`config.mk`:
```
export PLATFORM = sky130hd
export DESIGN_NAME = uart_rx_core
export DESIGN_NICKNAME = d
export VERILOG_FILES = /design/src/rtl/uart_rx_core.sv
export SDC_FILE = /design/constraint.sdc
export NUM_CORES = 1
export LEC_CHECK = 0
export CAP_MARGIN = 5
export CORE_MARGIN = 2
export CORE_UTILIZATION = 55
export DETAILED_ROUTE_END_ITERATION = 10
export PLACE_DENSITY = 0.85
export SLEW_MARGIN = 20
export SYNTH_ARGS = -nofsm -noshare
export SYNTH_HDL_FRONTEND = slang
export SYNTH_SLANG_ARGS = --single-unit
```
`constraint.sdc`:
```
create_clock -name clk -period 1.9 [get_ports clk]
set_input_delay 0.19 -clock clk [delete_from_list [all_inputs] [get_ports clk]]
set_output_delay 0.19 -clock clk [all_outputs]
set_load 0.02 [all_outputs]
```
`src/rtl/uart_rx_core.sv`:
```
// UART receiver with built-in baud tick generator and 16x oversampling, LSB first.
// Optional parity stage compiled in with `define UART_RX_PARITY_EN.
module uart_rx_core #(
  parameter int unsigned DBIT       = 8,
  parameter int unsigned SB_TICK    = 16,
  parameter int unsigned DVSR       = 163,
  parameter int unsigned DVSR_W     = 8,
  parameter int unsigned PARITY_ODD = 0
) (
  input  logic            clk,
  input  logic            reset,
  input  logic            rx,
  output logic [DBIT-1:0] dout,
  output logic            rx_done_tick,
  output logic            frame_err,
  output logic            parity_err,
  output logic            s_tick
);

  // s normally fits in 4 bits; widened only so 1.5/2 stop-bit settings can reach SB_TICK-1
  localparam int unsigned S_W = (SB_TICK > 16) ? $clog2(SB_TICK) : 4;
  localparam int unsigned N_W = (DBIT > 1) ? $clog2(DBIT) : 1;

  typedef enum logic [2:0] {
    ST_IDLE,
    ST_START,
    ST_DATA,
`ifdef UART_RX_PARITY_EN
    ST_PARITY,
`endif
    ST_STOP
  } state_e;

  logic              rx_meta_q, rx_meta_d;
  logic              rx_s_q, rx_s_d;
  logic              rx_s_d_q, rx_s_d_d;
  logic [DVSR_W-1:0] cnt_q, cnt_d;
  logic              tick_q, tick_d;
  state_e            state_q, state_d;
  logic [S_W-1:0]    s_q, s_d;
  logic [N_W-1:0]    n_q, n_d;
  logic [DBIT-1:0]   b_q, b_d;
  logic [DBIT-1:0]   dout_q, dout_d;
  logic              done_q, done_d;
  logic              fe_q, fe_d;
  logic [DBIT:0]     shift_w;

`ifdef UART_RX_PARITY_EN
  logic              par_q, par_d;
  logic              pe_q, pe_d;
`endif

  always_comb begin
    rx_meta_d = rx;
    rx_s_d    = rx_meta_q;
    rx_s_d_d  = rx_s_q;
  end

  always_comb begin
    if (cnt_q == DVSR_W'(DVSR - 1)) begin
      cnt_d  = '0;
      tick_d = 1'b1;
    end else begin
      cnt_d  = cnt_q + DVSR_W'(1);
      tick_d = 1'b0;
    end
  end

  always_comb begin
    state_d = state_q;
    s_d     = s_q;
    n_d     = n_q;
    b_d     = b_q;
    dout_d  = dout_q;
    done_d  = 1'b0;
    fe_d    = fe_q;
    shift_w = {rx_s_q, b_q};
`ifdef UART_RX_PARITY_EN
    par_d   = par_q;
    pe_d    = pe_q;
`endif
    case (state_q)
      ST_IDLE: begin
        // only a genuine high-to-low transition starts a frame, never a static low
        if (rx_s_d_q && !rx_s_q) begin
          state_d = ST_START;
          s_d     = '0;
        end
      end
      ST_START: begin
        if (tick_q) begin
          if (s_q == S_W'(7)) begin
            if (!rx_s_q) begin
              state_d = ST_DATA;
              s_d     = '0;
              n_d     = '0;
            end else begin
              state_d = ST_IDLE;
            end
          end else begin
            s_d = s_q + S_W'(1);
          end
        end
      end
      ST_DATA: begin
        if (tick_q) begin
          if (s_q == S_W'(15)) begin
            s_d = '0;
            b_d = shift_w[DBIT:1];
            if (n_q == N_W'(DBIT - 1)) begin
`ifdef UART_RX_PARITY_EN
              state_d = ST_PARITY;
`else
              state_d = ST_STOP;
`endif
            end else begin
              n_d = n_q + N_W'(1);
            end
          end else begin
            s_d = s_q + S_W'(1);
          end
        end
      end
`ifdef UART_RX_PARITY_EN
      ST_PARITY: begin
        if (tick_q) begin
          if (s_q == S_W'(15)) begin
            par_d   = (^b_q) ^ rx_s_q ^ PARITY_ODD[0];
            state_d = ST_STOP;
            s_d     = '0;
          end else begin
            s_d = s_q + S_W'(1);
          end
        end
      end
`endif
      ST_STOP: begin
        if (tick_q) begin
          if (s_q == S_W'(SB_TICK - 1)) begin
            state_d = ST_IDLE;
            done_d  = 1'b1;
            dout_d  = b_q;
            fe_d    = ~rx_s_q;
`ifdef UART_RX_PARITY_EN
            pe_d    = par_q;
`endif
          end else begin
            s_d = s_q + S_W'(1);
          end
        end
      end
      default: state_d = ST_IDLE;
    endcase
  end

  always_ff @(posedge clk or negedge reset) begin
    if (!reset) begin
      rx_meta_q <= 1'b1;
      rx_s_q    <= 1'b1;
      rx_s_d_q  <= 1'b1;
      cnt_q     <= '0;
      tick_q    <= 1'b0;
      state_q   <= ST_IDLE;
      s_q       <= '0;
      n_q       <= '0;
      b_q       <= '0;
      dout_q    <= '0;
      done_q    <= 1'b0;
      fe_q      <= 1'b0;
`ifdef UART_RX_PARITY_EN
      par_q     <= 1'b0;
      pe_q      <= 1'b0;
`endif
    end else begin
      rx_meta_q <= rx_meta_d;
      rx_s_q    <= rx_s_d;
      rx_s_d_q  <= rx_s_d_d;
      cnt_q     <= cnt_d;
      tick_q    <= tick_d;
      state_q   <= state_d;
      s_q       <= s_d;
      n_q       <= n_d;
      b_q       <= b_d;
      dout_q    <= dout_d;
      done_q    <= done_d;
      fe_q      <= fe_d;
`ifdef UART_RX_PARITY_EN
      par_q     <= par_d;
      pe_q      <= pe_d;
`endif
    end
  end

  assign dout         = dout_q;
  assign rx_done_tick = done_q;
  assign frame_err    = fe_q;
  assign s_tick       = tick_q;

`ifdef UART_RX_PARITY_EN
  assign parity_err = pe_q;
`else
  logic unused_parity_cfg;
  assign unused_parity_cfg = PARITY_ODD[0];
  assign parity_err        = 1'b0;
`endif

endmodule

```
# After elaboration in Yosys (flattened, before gate mapping)
# Cells that the tools add are included.
dict set report word_totals {
  regBits 40
  inputBits 3
  output_inout_bits 12
  wordCells 76
}
dict set report op_classes {
  add_sub_neg 3
  n_eq_ne 19
  n_mux 31
  bitwise 1
  reduce_logical 10
}
# cell n
set ops {}
lappend ops {{$mux 3} 14}
lappend ops {{$mux 4} 8}
lappend ops {{$ne 2x2->1 const B} 11}
lappend ops {{$pmux 4 s4} 1}
lappend ops {{$reduce_and 7->1} 2}
lappend ops {{$pmux 3 s4} 1}
lappend ops {{$add 8x1->8 const B} 1}
lappend ops {{$eq 8x8->1 const B} 1}
lappend ops {{$mux 8} 1}
lappend ops {{$reduce_and 8->1} 1}
lappend ops {{$eq 3x2->1 const B} 2}
lappend ops {{$pmux 3 s2} 1}
lappend ops {{$reduce_and 3->1} 2}
lappend ops {{$add 4x1->4 const B} 1}
lappend ops {{$eq 4x3->1 const B} 1}
lappend ops {{$eq 4x4->1 const B} 1}
lappend ops {{$mux 1} 4}
lappend ops {{$reduce_bool 4->1} 1}
lappend ops {{$add 3x1->3 const B} 1}
lappend ops {{$eq 3x1->1 const B} 1}
lappend ops {{$eq 3x3->1 const B} 1}
lappend ops {{$logic_not 3->1} 1}
lappend ops {{$ne 3x3->1 const B} 1}
lappend ops {{$mux 2} 1}
lappend ops {{other kinds (4)} 4}

# Logic depth before layout (Yosys ltp)
# Gate-level depths: netlist (run 1).
dict set report depth {
  word_depth 5
  ltp_mapped 6
  ltp_nobuf 6
}

# Worst setup path after synthesis (run 1)
# OpenSTA, ideal clock, no wires.
dict set report synth_path {
  path_type {register to register}
  from {register s_q[0]}
  to {register s_q[3]}
  setup_time_ns 0.125
  arrival_ns 1.501
  required_ns 1.775
  path_slack_ns 0.274
  path_stages_with_launch 6
  synth_period_minus_slack_ns 1.626
  cell_sequence {dfrtp_1 ha_1 nand3_1 a21bo_1 a221o_1 mux2_4}
}
dict set report synth_between {
  elab_chain_len 4
}
# item line
set synth_rtl {}
lappend synth_rtl {{start: declaration} 40} ;# logic [S_W-1:0] s_q, s_d;
lappend synth_rtl {{start signal: assignment} 164} ;# s_q <= '0;
lappend synth_rtl {{start signal: assignment} 181} ;# s_q <= s_d;
lappend synth_rtl {{$add 4x1->4 (tied with other cells)} {101, 120, 148}}
lappend synth_rtl {{$mux 4, on equally long branches} {139, 107, 92}}
lappend synth_rtl {{$mux 4, on equally long branches} {138, 106, 91}}
lappend synth_rtl {{$pmux 4 s4} 82} ;# case (state_q)
# Parallel ways exist; a longest one is shown, timed or not. The select of a mux whose other input is x is not followed.
# A chain may end at the register's enable or synchronous reset.

# Worst setup path in the final report (run 1)
dict set report layout_path {
  from {register s_q[0]}
  to {register n_q[0]}
}
dict set report layout_between {
  elab_chain_len 3
}
# item line
set layout_rtl {}
lappend layout_rtl {{$eq 4x4->1 / $eq 4x3->1 (equally long branches)} {107, 92}}
lappend layout_rtl {{$ne 2x2->1 (no source line)} -}
lappend layout_rtl {{$reduce_and 7->1 (no source line) *} -}
lappend layout_rtl {{end signal: assignment} 182} ;# n_q <= n_d;
lappend layout_rtl {{end: declaration} 41} ;# logic [N_W-1:0] n_q, n_d;
# Mark *: on every way between the ends. The rest lies on a longest branch, timed or not.

==> metrics.md, run 1 <==
| Metric | Value |
|---|---|
| Status | complete, no violations |
| Post-DP HPWL | 2150 um |
| DR iter-0 viols | 11 |
| CP arrival | about 2.0 ns |
| Logic pwr share | 0.155 |
| Post-route cell area | about 0.0020 mm2 |
| Avg Inst Size Synth | 13.1 um2 |
| Via count | approximately 1100 |
| Clk pwr share | 0.254 |
| Synth Area in Simple Gates | 0.137 |
| Crit. End Element | flop |
| Area grow syn2layout | 12.1% |
| Routability cong. | ~0.83 |
| Cell family with most CP delay | simple AND/OR/NAND/NOR gates |
| Synth Area in XOR/XNOR | 0.0195 |
| Clk sink count | 39 |
| Die area | between 0.003 and 0.004 mm2 |
| Fmax | roughly 0.56 GHz |
| Worst-path clk slew | 0.11 ns |
| Adder-cell share of the synthesized area | 0.0347 |
| First-pass GRT wire length | approximately 5200 um |
| Worst hold path class | input pin to flop |
| Chip width | approximately 60 um |
| Sw frac | 0.287 |
| Most frequent cells in the layout | dfrtp_1 (36), mux2_2 (20), clkdlybuf4s50_1 (12) |
| Antenna Nets Post-Route | 0 |
| Detailed-route DRC error count | 0 |
| Cells along the critical path | ha_1 -> nand4_4 -> nor3_2 -> o21ai_1 -> mux2_2 |
| R2r setup slk | a little under 0.1 ns |
| Pin count of the biggest net entering global routing | 40 |
| Internal power | about 1.1 mW |
| Mux contribution to synthesized area | 0.139 |
| Synth Area in Compound Gates | 0.0987 |
| Max FO, Critical Path | 7 |
| Post-synthesis cell type count | 45 |
| Wire per inst | around 15 um |
| Number of global-route vias before repair | around 1100 |
| Tmin final | between 1.5 and 2 ns |
| DIE HEIGHT | a little over 60 um |
| Placement Cell Area | 0.00195 mm2 |
| Fin worst setup slack | 0.0986 ns |
| Clock Skew | ~0.012 ns |
| # rows | 20 |
| VDD IR-drop max | 0.517 mV |
| Setup CP Type | flop to flop |
| Post-route insts no fill | 200 |
| Setup TNS | 0 ns |
| Pwr/cell area | just under 800 mW/mm2 |
| Diodes inserted | 0 |
| Syn. warnings | 0 |
| Core ar. | 0.00308 mm2 |
| Largest family of logic cells by synthesized area | multiplexers |
| Initial Utilization | 0.585 |
| #FFs+latches synth | 39 |
| Synth Flop Type | dfrtp_1 |
| Max Buffers Root-to-Sink | 2 |
| Layout cell share with drive strength beyond 1 | 0.276 |
| Largest stage delay on the critical path | 0.42 ns |
| Seq/Total Area, Yosys | 0.544 |
| Commonest non-fill, non-tap cell in the layout | dfrtp_1 |
| Ys async rst share | 1.00 |
| WP data required | 2.13 ns |
| Slew at the pin with the worst max-slew slack | 0.830 ns |
| Post-layout net count | between 150 and 200 |
| Rel. slew slack | 0.447 |
| Num CTS Buffers | 5 |
| Final worst-path cycle share | 0.948 |
| Port bufs | 13 |
| P_leak | between 0.9 and 1 nW |
| Post-CTS Setup Bufs | 0 |
| Final WL | approximately 3000 um |
| Critical path launch point type | flop |
| Boundary Pins | 15 |
| RSZ-0062 raised after global routing | yes |
| Vias per cell | 5.53 |
| Final setup fails | 0 |
| GRT Util Overall | 0.191 |
| Net Switching | 454 uW |
| Max Slew Vio Count | 0 |
| Grt total ovfl | 0 |
| CP max-delay cell | dfrtp_1 |
| MaxCap Viol Count | 0 |
| Synthesized cell area | between 0.0015 and 0.002 mm2 |
| Length of the first detailed-routing pass in iterations | 4 |
| Initial antenna violation count | 0 |
| # fillers | 241 |
| Worst-Skew Late Latency | 0.34 ns |
| Sequential cell fraction of total power | 0.592 |
| Htree depth | 2 |
| Syn nets | roughly 150 |
| Post-synth EDFFs | 0 |
| Dpl ws | about 0.13 ns |
| Endpoints failing hold | 0 |
| CTS tree | built |
| Buf+Inv Stages, Crit Path | 0 |
| Cells after Synth | 137 |
| Post-placement cell count | ~190 |
| CTS root buf | clkbuf_4 |
routing by layer:
layer  share of wire  routed length [um]  GRT usage  vias to the layer above
li1                -                   -          -                      534
met1            0.42                1260      0.234                      540
met2            0.53                1590      0.315                       27
met3           0.043                 128     0.0693                        4
met4          0.0080                  24     0.0652                        0
met5               0                   0          0                        -
worst reg2reg max path, stage by stage, from the launching register on:
cell	delay, ns
dfrtp_1	0.42
ha_1	0.34
nand4_4	0.17
nor3_2	0.31
o21ai_1	0.16
mux2_2	0.28
synthesized netlist by cell type (2+ instances only):
cell type  instances  area share
nand3_1            7       0.019
o21ai_0            4       0.011
a21oi_1            3      0.0083
nand2_1            3      0.0063
a41oi_1            2      0.0097
xnor2_1            3       0.015
mux2_2            20        0.13
dfrtp_1           36        0.50
ha_1               5       0.035
inv_1              5       0.010
nor2_1             7       0.015
a22o_1             3       0.015
buf_4              2      0.0083
dfstp_2            3       0.044
and3_1             3       0.010
or2b_1             2      0.0083
sequential cells by signal, summed over array words and instances (netlist names):
name	count
rx_s_d_d	1
n_q	3
s_q	4
s_tick	1
frame_err	1
rx_done_tick	1
dout	8
rx_s_d_q	1
b_q	8
cnt_q	8
state_q	2
rx_meta_q	1
path summary, 6_finish.rpt:
kind	startpoint	end	depth (start not counted)
worst max-delay path	s_q[0]$_DFFE_PN0P_	n_q[0]$_DFFE_PN0P_	5
worst min-delay path	rx	rx_meta_q$_DFF_PN1_	1
worst max register to register	s_q[0]$_DFFE_PN0P_	n_q[0]$_DFFE_PN0P_	5
worst min register to register	rx_meta_q$_DFF_PN1_	rx_s_d_d$_DFF_PN1_	0
max in group asynchronous	reset	b_q[0]$_DFFE_PN0P_	2
min in group asynchronous	reset	s_q[0]$_DFFE_PN0P_	2
power groups by stage:
stage | clock [mW] | combinational (mW) | sequential [mW]
after global routing | 0.447 | 0.279 | 0.944
after detailed placement | 0 | 0.243 | 0.953
after CTS | 0.416 | 0.245 | 0.936
final | 0.401 | 0.245 | 0.936
after global placement | 0 | 0.227 | 0.945
after floorplan | 0 | 0.209 | 0.926
layout make-up:
class / count / area (um2) / share of cell area
Sequential cell: 39 / 980 / 0.485
Multi-Input combinational cell: 90 / 776 / 0.384
Timing Repair Buffer: 14 / 135 / 0.0670
Tap cell: 44 / 55.1 / 0.0273
Clock buffer: 6 / 41.3 / 0.0205
Inverter: 5 / 18.8 / 0.00930
Clock inverter: 2 / 12.5 / 0.00620
kinds of logic after synthesis:
family          Yosys count
mux                      22
fa+ha+maj                 5
simple gates             36
compound gates           22
xor+xnor                  4
buf+inv                   8
flops                    39
other cells               1
per-stage QoR:
step	total power, mW	hold slack (ns)	utilization
CTS	1.60	0.233	0.656
floorplan	1.13	-0.106	-
finish	1.58	0.248	0.656
global placement	1.17	0.325	0.635
global route	1.67	0.220	0.656
detailed placement	1.20	0.336	0.635
what timing repair did:
item / 4_1_cts / 5_1_grt
hold endpoints to repair: 36 / 0
endpoints found under the setup margin: 0 / 3
gates resized for setup: 0 / 0
hold buffers: 1 / 0
(Power assumes the default switching activity.)
==> run 2, diff against run 1 <==
CORE_UTILIZATION = 59   (was 55)
CTS_BUF_LIST = sky130_fd_sc_hd__clkbuf_8   (was default)
PLACE_DENSITY = 0.9   (was 0.85)
==> metrics.md, run 2 (synthesis gave the netlist of run 1 again) <==
| Metric | Value |
|---|---|
| Buf+Inv Stages, Crit Path | 0 |
| Register area | approximately 980 um2 |
| VDD IR-drop max | approximately 0.57 mV |
| Via count | 1114 |
| P_leak | between 0.9 and 1 nW |
| Die area | 0.00351 mm2 |
| Diodes inserted | 0 |
| Post-DP HPWL | 2100 um |
| Final WL | roughly 3000 um |
| Overall power | between 1.5 and 2 mW |
| Area of the multi-input gates | 782 um2 |
| Dpl ws | between 0.1 and 0.15 ns |
| Rel. slew slack | 0.444 |
| Chip width | around 60 um |
| Post-placement cell count | between 150 and 200 |
| Placement Cell Area | 0.00194 mm2 |
| Worst hold path class | input pin to async pin |
| Most frequent cells in the layout | dfrtp_1 (36), mux2_2 (20), clkdlybuf4s50_1 (12) |
| Post-route insts no fill | around 190 |
| # fillers | 204 |
| Slew at the pin with the worst max-slew slack | approximately 0.83 ns |
| DR iter-0 viols | 23 |
| Fin util | 0.682 |
| Initial antenna violation count | 0 |
| FF-to-FF path depth | 4 |
| Status | complete, but fails checks |
| Clk sink count | 39 |
| Setup TNS | 0 ns |
| Num CTS Buffers | 5 |
| Wire per inst | approximately 16 um |
| Max Slew Vio Count | 0 |
| Boundary Pins | 15 |
| Fin worst setup slack | 0.112 ns |
| Pwr/cell area | 842 mW/mm2 |
| Max FO, Critical Path | 8 |
| Vias per cell | approximately 5.9 |
| Failing checks | negative hold slack |
| Worst-path clk slew | roughly 0.070 ns |
| Crit. End Element | flop |
| Grt total ovfl | 0 |
| Post-layout net count | 162 |
| MaxCap Viol Count | 0 |
| Hold Slack | -0.00121 ns |
| Crit. path cell count | 4 |
| CP arrival | roughly 2.0 ns |
| Tmin final | 1.79 ns |
| # rows | 20 |
| Largest stage delay on the critical path | between 0.4 and 0.5 ns |
| Clock Skew | ~0.0038 ns |
| Final worst-path cycle share | 0.941 |
| Post-route cell area | 0.00203 mm2 |
| Commonest non-fill, non-tap cell in the layout | dfrtp_1 |
| Hold Buf Count CTS | 0 |
| Post-CTS Setup Bufs | 0 |
| Setup CP Type | flop to flop |
| Initial Utilization | 0.605 |
| Htree depth | 2 |
| Pin count of the biggest net entering global routing | 40 |
| CTS tree | built |
| Length of the first detailed-routing pass in iterations | 4 |
| First-pass GRT wire length | approximately 5000 um |
| Fmax | between 0.5 and 0.6 GHz |
| GRT Util Overall | 0.194 |
| Cells along the critical path | ha_1 -> nand4_4 -> nor2_2 -> mux2_2 |
| Detailed-route DRC error count | 0 |
| WP data required | roughly 2.1 ns |
| CTS root buf | clkbuf_8 |
| Critical path launch point type | flop |
| Port bufs | 13 |
| Area grow syn2layout | 12.9% |
| Endpoints failing hold | 8 |
| DIE HEIGHT | 59.2 um |
| Worst-Skew Late Latency | slightly below 0.3 ns |
| Number of global-route vias before repair | approximately 1100 |
| RSZ-0062 raised after global routing | no |
| Final setup fails | 0 |
| Routability cong. | about 0.86 |
| Cell family with most CP delay | simple AND/OR/NAND/NOR gates |
| Core ar. | approximately 0.0030 mm2 |
| Antenna Nets Post-Route | 0 |
| Max Buffers Root-to-Sink | 2 |
| Post-cts resize count | 0 |
| Layout cell share with drive strength beyond 1 | 0.277 |
| CP max-delay cell | dfrtp_1 |
==> run 2: final cells by class <==
class | count | share of cell area
Timing Repair Buffer | 13 | 0.0616
Multi-Input combinational cell | 90 | 0.385
Inverter | 5 | 0.00924
Tap cell | 33 | 0.0203
Clock buffer | 5 | 0.0339
Sequential cell | 39 | 0.482
Clock inverter | 3 | 0.00800
==> run 2: final timing paths <==
path	start	end	slack (ns)
setup / recovery	s_q[0]$_DFFE_PN0P_	b_q[3]$_DFFE_PN0P_	0.11
hold / removal	reset	s_q[1]$_DFFE_PN0P_	-0.001
setup reg to reg	s_q[0]$_DFFE_PN0P_	b_q[3]$_DFFE_PN0P_	0.11
hold reg to reg	rx_meta_q$_DFF_PN1_	rx_s_d_d$_DFF_PN1_	0.36
max in group asynchronous	reset	b_q[6]$_DFFE_PN0P_	1.38
min in group clk	rx	rx_meta_q$_DFF_PN1_	0.31
==> run 2: metal layers <==
layer	global-route usage	part of all wire
met5	0	0
met4	0.0714	0.0099
met3	0.0524	0.025
met2	0.327	0.53
met1	0.239	0.44
==> run 2: worst register-to-register path, stage by stage, from the launching register on <==
cell and delay [ns]:
dfrtp_1 0.41, ha_1 0.32, nand4_4 0.18, nor2_2 0.37, mux2_2 0.39
==> run 2: power breakdown <==
part / internal (mW) / total (mW) / switching [mW]
combinational: 0.118 / 0.242 / 0.125
sequential: 0.868 / 0.935 / 0.0674
clock: 0.251 / 0.533 / 0.282
==> run 3, diff against run 2 <==
CORE_UTILIZATION = 40   (was 59)
PLACE_DENSITY = 0.68   (was 0.9)
RECOVER_POWER = 50   (was default)
==> metrics.md, run 3 (synthesis gave the netlist of run 1 again) <==
| Metric | Value |
|---|---|
| Status | complete, no violations |
| Logic pwr share | 0.126 |
| Via count | ~1100 |
| Initial Utilization | 0.414 |
| Core ar. | 0.00435 mm2 |
| Grt total ovfl | 0 |
| Setup TNS | 0 ns |
| Layout cell share with drive strength beyond 1 | 0.278 |
| Worst-path clk slew | approximately 0.080 ns |
| Pwr/cell area | about 940 mW/mm2 |
| Largest stage delay on the critical path | around 0.41 ns |
| MaxCap Viol Count | 0 |
| Htree depth | 2 |
| CP max-delay cell | dfrtp_1 |
| First-pass GRT wire length | 5390 um |
| Final setup fails | 0 |
| Final WL | ~3100 um |
| Worst-Skew Late Latency | roughly 0.29 ns |
| Clk sink count | 39 |
| Boundary Pins | 15 |
| Critical path launch point type | flop |
| Worst hold path class | flop to flop |
| Post-layout net count | roughly 170 |
| Crit. End Element | flop |
| Rel. slew slack | 0.161 |
| Area grow syn2layout | 17.7% |
| Num CTS Buffers | 5 |
| Cell family with most CP delay | simple AND/OR/NAND/NOR gates |
| CTS root buf | clkbuf_8 |
| Max FO, Critical Path | 8 |
| Number of global-route vias before repair | 1128 |
| Port bufs | 13 |
| Sw frac | 0.245 |
| CTS tree | built |
| Routability cong. | around 0.73 |
| Commonest non-fill, non-tap cell in the layout | dfrtp_1 |
| Pin count of the biggest net entering global routing | 23 |
| Most frequent cells in the layout | dfrtp_1 (36), mux2_2 (20), clkdlybuf4s50_1 (11) |
| Vias per cell | about 5.3 |
| Slew at the pin with the worst max-slew slack | 1.26 ns |
| Max Slew Vio Count | 0 |
| Post-CTS Setup Bufs | 0 |
| Antenna Nets Post-Route | 0 |
| Tmin final | about 1.8 ns |
| Post-DP HPWL | 2120 um |
| Cells along the critical path | ha_2 -> nand4_4 -> nor2_2 -> mux2_2 |
| Die area | between 0.005 and 0.006 mm2 |
| GRT Util Overall | 0.137 |
| P_leak | between 0.9 and 1 nW |
| Net Switching | ~490 uW |
| Fin util | 0.486 |
| Fmax | approximately 0.57 GHz |
| Buf+Inv Stages, Crit Path | 0 |
| WP data required | 2.08 ns |
| Chip width | roughly 71 um |
| Clock Skew | 0.00340 ns |
| Final worst-path cycle share | 0.924 |
| Diodes inserted | 0 |
| CP arrival | 1.94 ns |
| Length of the first detailed-routing pass in iterations | 4 |
| RSZ-0062 raised after global routing | no |
| Initial antenna violation count | 0 |
| Sequential cell fraction of total power | 0.469 |
| # rows | 24 |
| VDD IR-drop max | about 0.6 mV |
| Max Buffers Root-to-Sink | 2 |
| DR iter-0 viols | 21 |
| DIE HEIGHT | between 70 and 80 um |
| Wire per inst | between 10 and 15 um |
| Internal power | between 1.5 and 2 mW |
| Clk pwr share | 0.405 |
| Endpoints failing hold | 0 |
| Detailed-route DRC error count | 0 |
| Setup CP Type | flop to flop |
[run 3: changes by cell type in the layout (fill, tap and decap cells not counted), sizes merged]
| cell | change |
|---|---|
| bufinv | +2 |
| clkinv | -1 |
| clkinvlp | -1 |
| dlygate4sd3 | +2 |
| clkdlybuf4s50 | -1 |
| buf | -1 |
| clkbuf | +3 |
[run 3: per-layer routing]
metal / wire, um / share of wire / GRT usage / vias up
li1: - / - / - / 528
met1: 1500 / 0.48 / 0.185 / 565
met2: 1490 / 0.48 / 0.208 / 12
met3: 89 / 0.028 / 0.0427 / 7
met4: 58 / 0.018 / 0.0566 / 0
met5: 0 / 0 / 0 / -
[run 3: final cells by class]
type / count / area (um2)
tap: 52 / 65.1
clock buffer: 5 / 68.8
inverter: 5 / 18.8
timing repair buffer: 16 / 144
multi-input combinational: 90 / 778
sequential: 39 / 980
clock inverter: 3 / 63.8
fill: 364 / 2240
[run 3: worst reg2reg max path, stage by stage (launching register included)]
cell	delay, ns
dfrtp_1	0.41
ha_2	0.30
nand4_4	0.15
nor2_2	0.40
mux2_2	0.39
[run 3: worst paths after layout]
check,end,cells past startpoint,slack (ns),from
max in group asynchronous,rx_s_d_d$_DFF_PN1_,3,0.27,reset
worst min register to register,rx_s_d_d$_DFF_PN1_,0,0.37,rx_meta_q$_DFF_PN1_
worst max-delay path,b_q[6]$_DFFE_PN0P_,4,0.14,s_q[0]$_DFFE_PN0P_
min in group asynchronous,n_q[2]$_DFFE_PN0P_,2,0.69,reset
worst min-delay path,rx_s_d_d$_DFF_PN1_,0,0.37,rx_meta_q$_DFF_PN1_
worst max register to register,b_q[6]$_DFFE_PN0P_,4,0.14,s_q[0]$_DFFE_PN0P_
[run 3: stage by stage]
step / std cells / power [mW] / setup slack, ns / hold WS [ns] / cell area (um2)
finish: 210 / 2.00 / 0.145 / 0.367 / 2120
global route: 210 / 2.09 / 0.0179 / 0.382 / 2120
CTS: 210 / 2.01 / 0.0726 / 0.288 / 2120
detailed placement: 201 / 1.20 / 0.101 / 0.191 / 1980
global placement: 201 / 1.18 / 0.186 / 0.186 / 1980
floorplan: 137 / 1.13 / 0.274 / -0.106 / 1800
[run 3: power by group through the flow]
stage	logic [mW]	registers, mW	clock network (mW)
6_report	0.252	0.939	0.810
5_1_grt	0.280	0.945	0.869
4_1_cts	0.247	0.935	0.830
3_5_place_dp	0.243	0.952	0
3_3_place_gp	0.233	0.947	0
2_1_floorplan	0.209	0.926	0
[run 3: timing repair]
item	CTS	global route
resized for setup	0	1
hold endpoints to repair	20	0
hold buffers	1	0
endpoints found under the setup margin	0	9
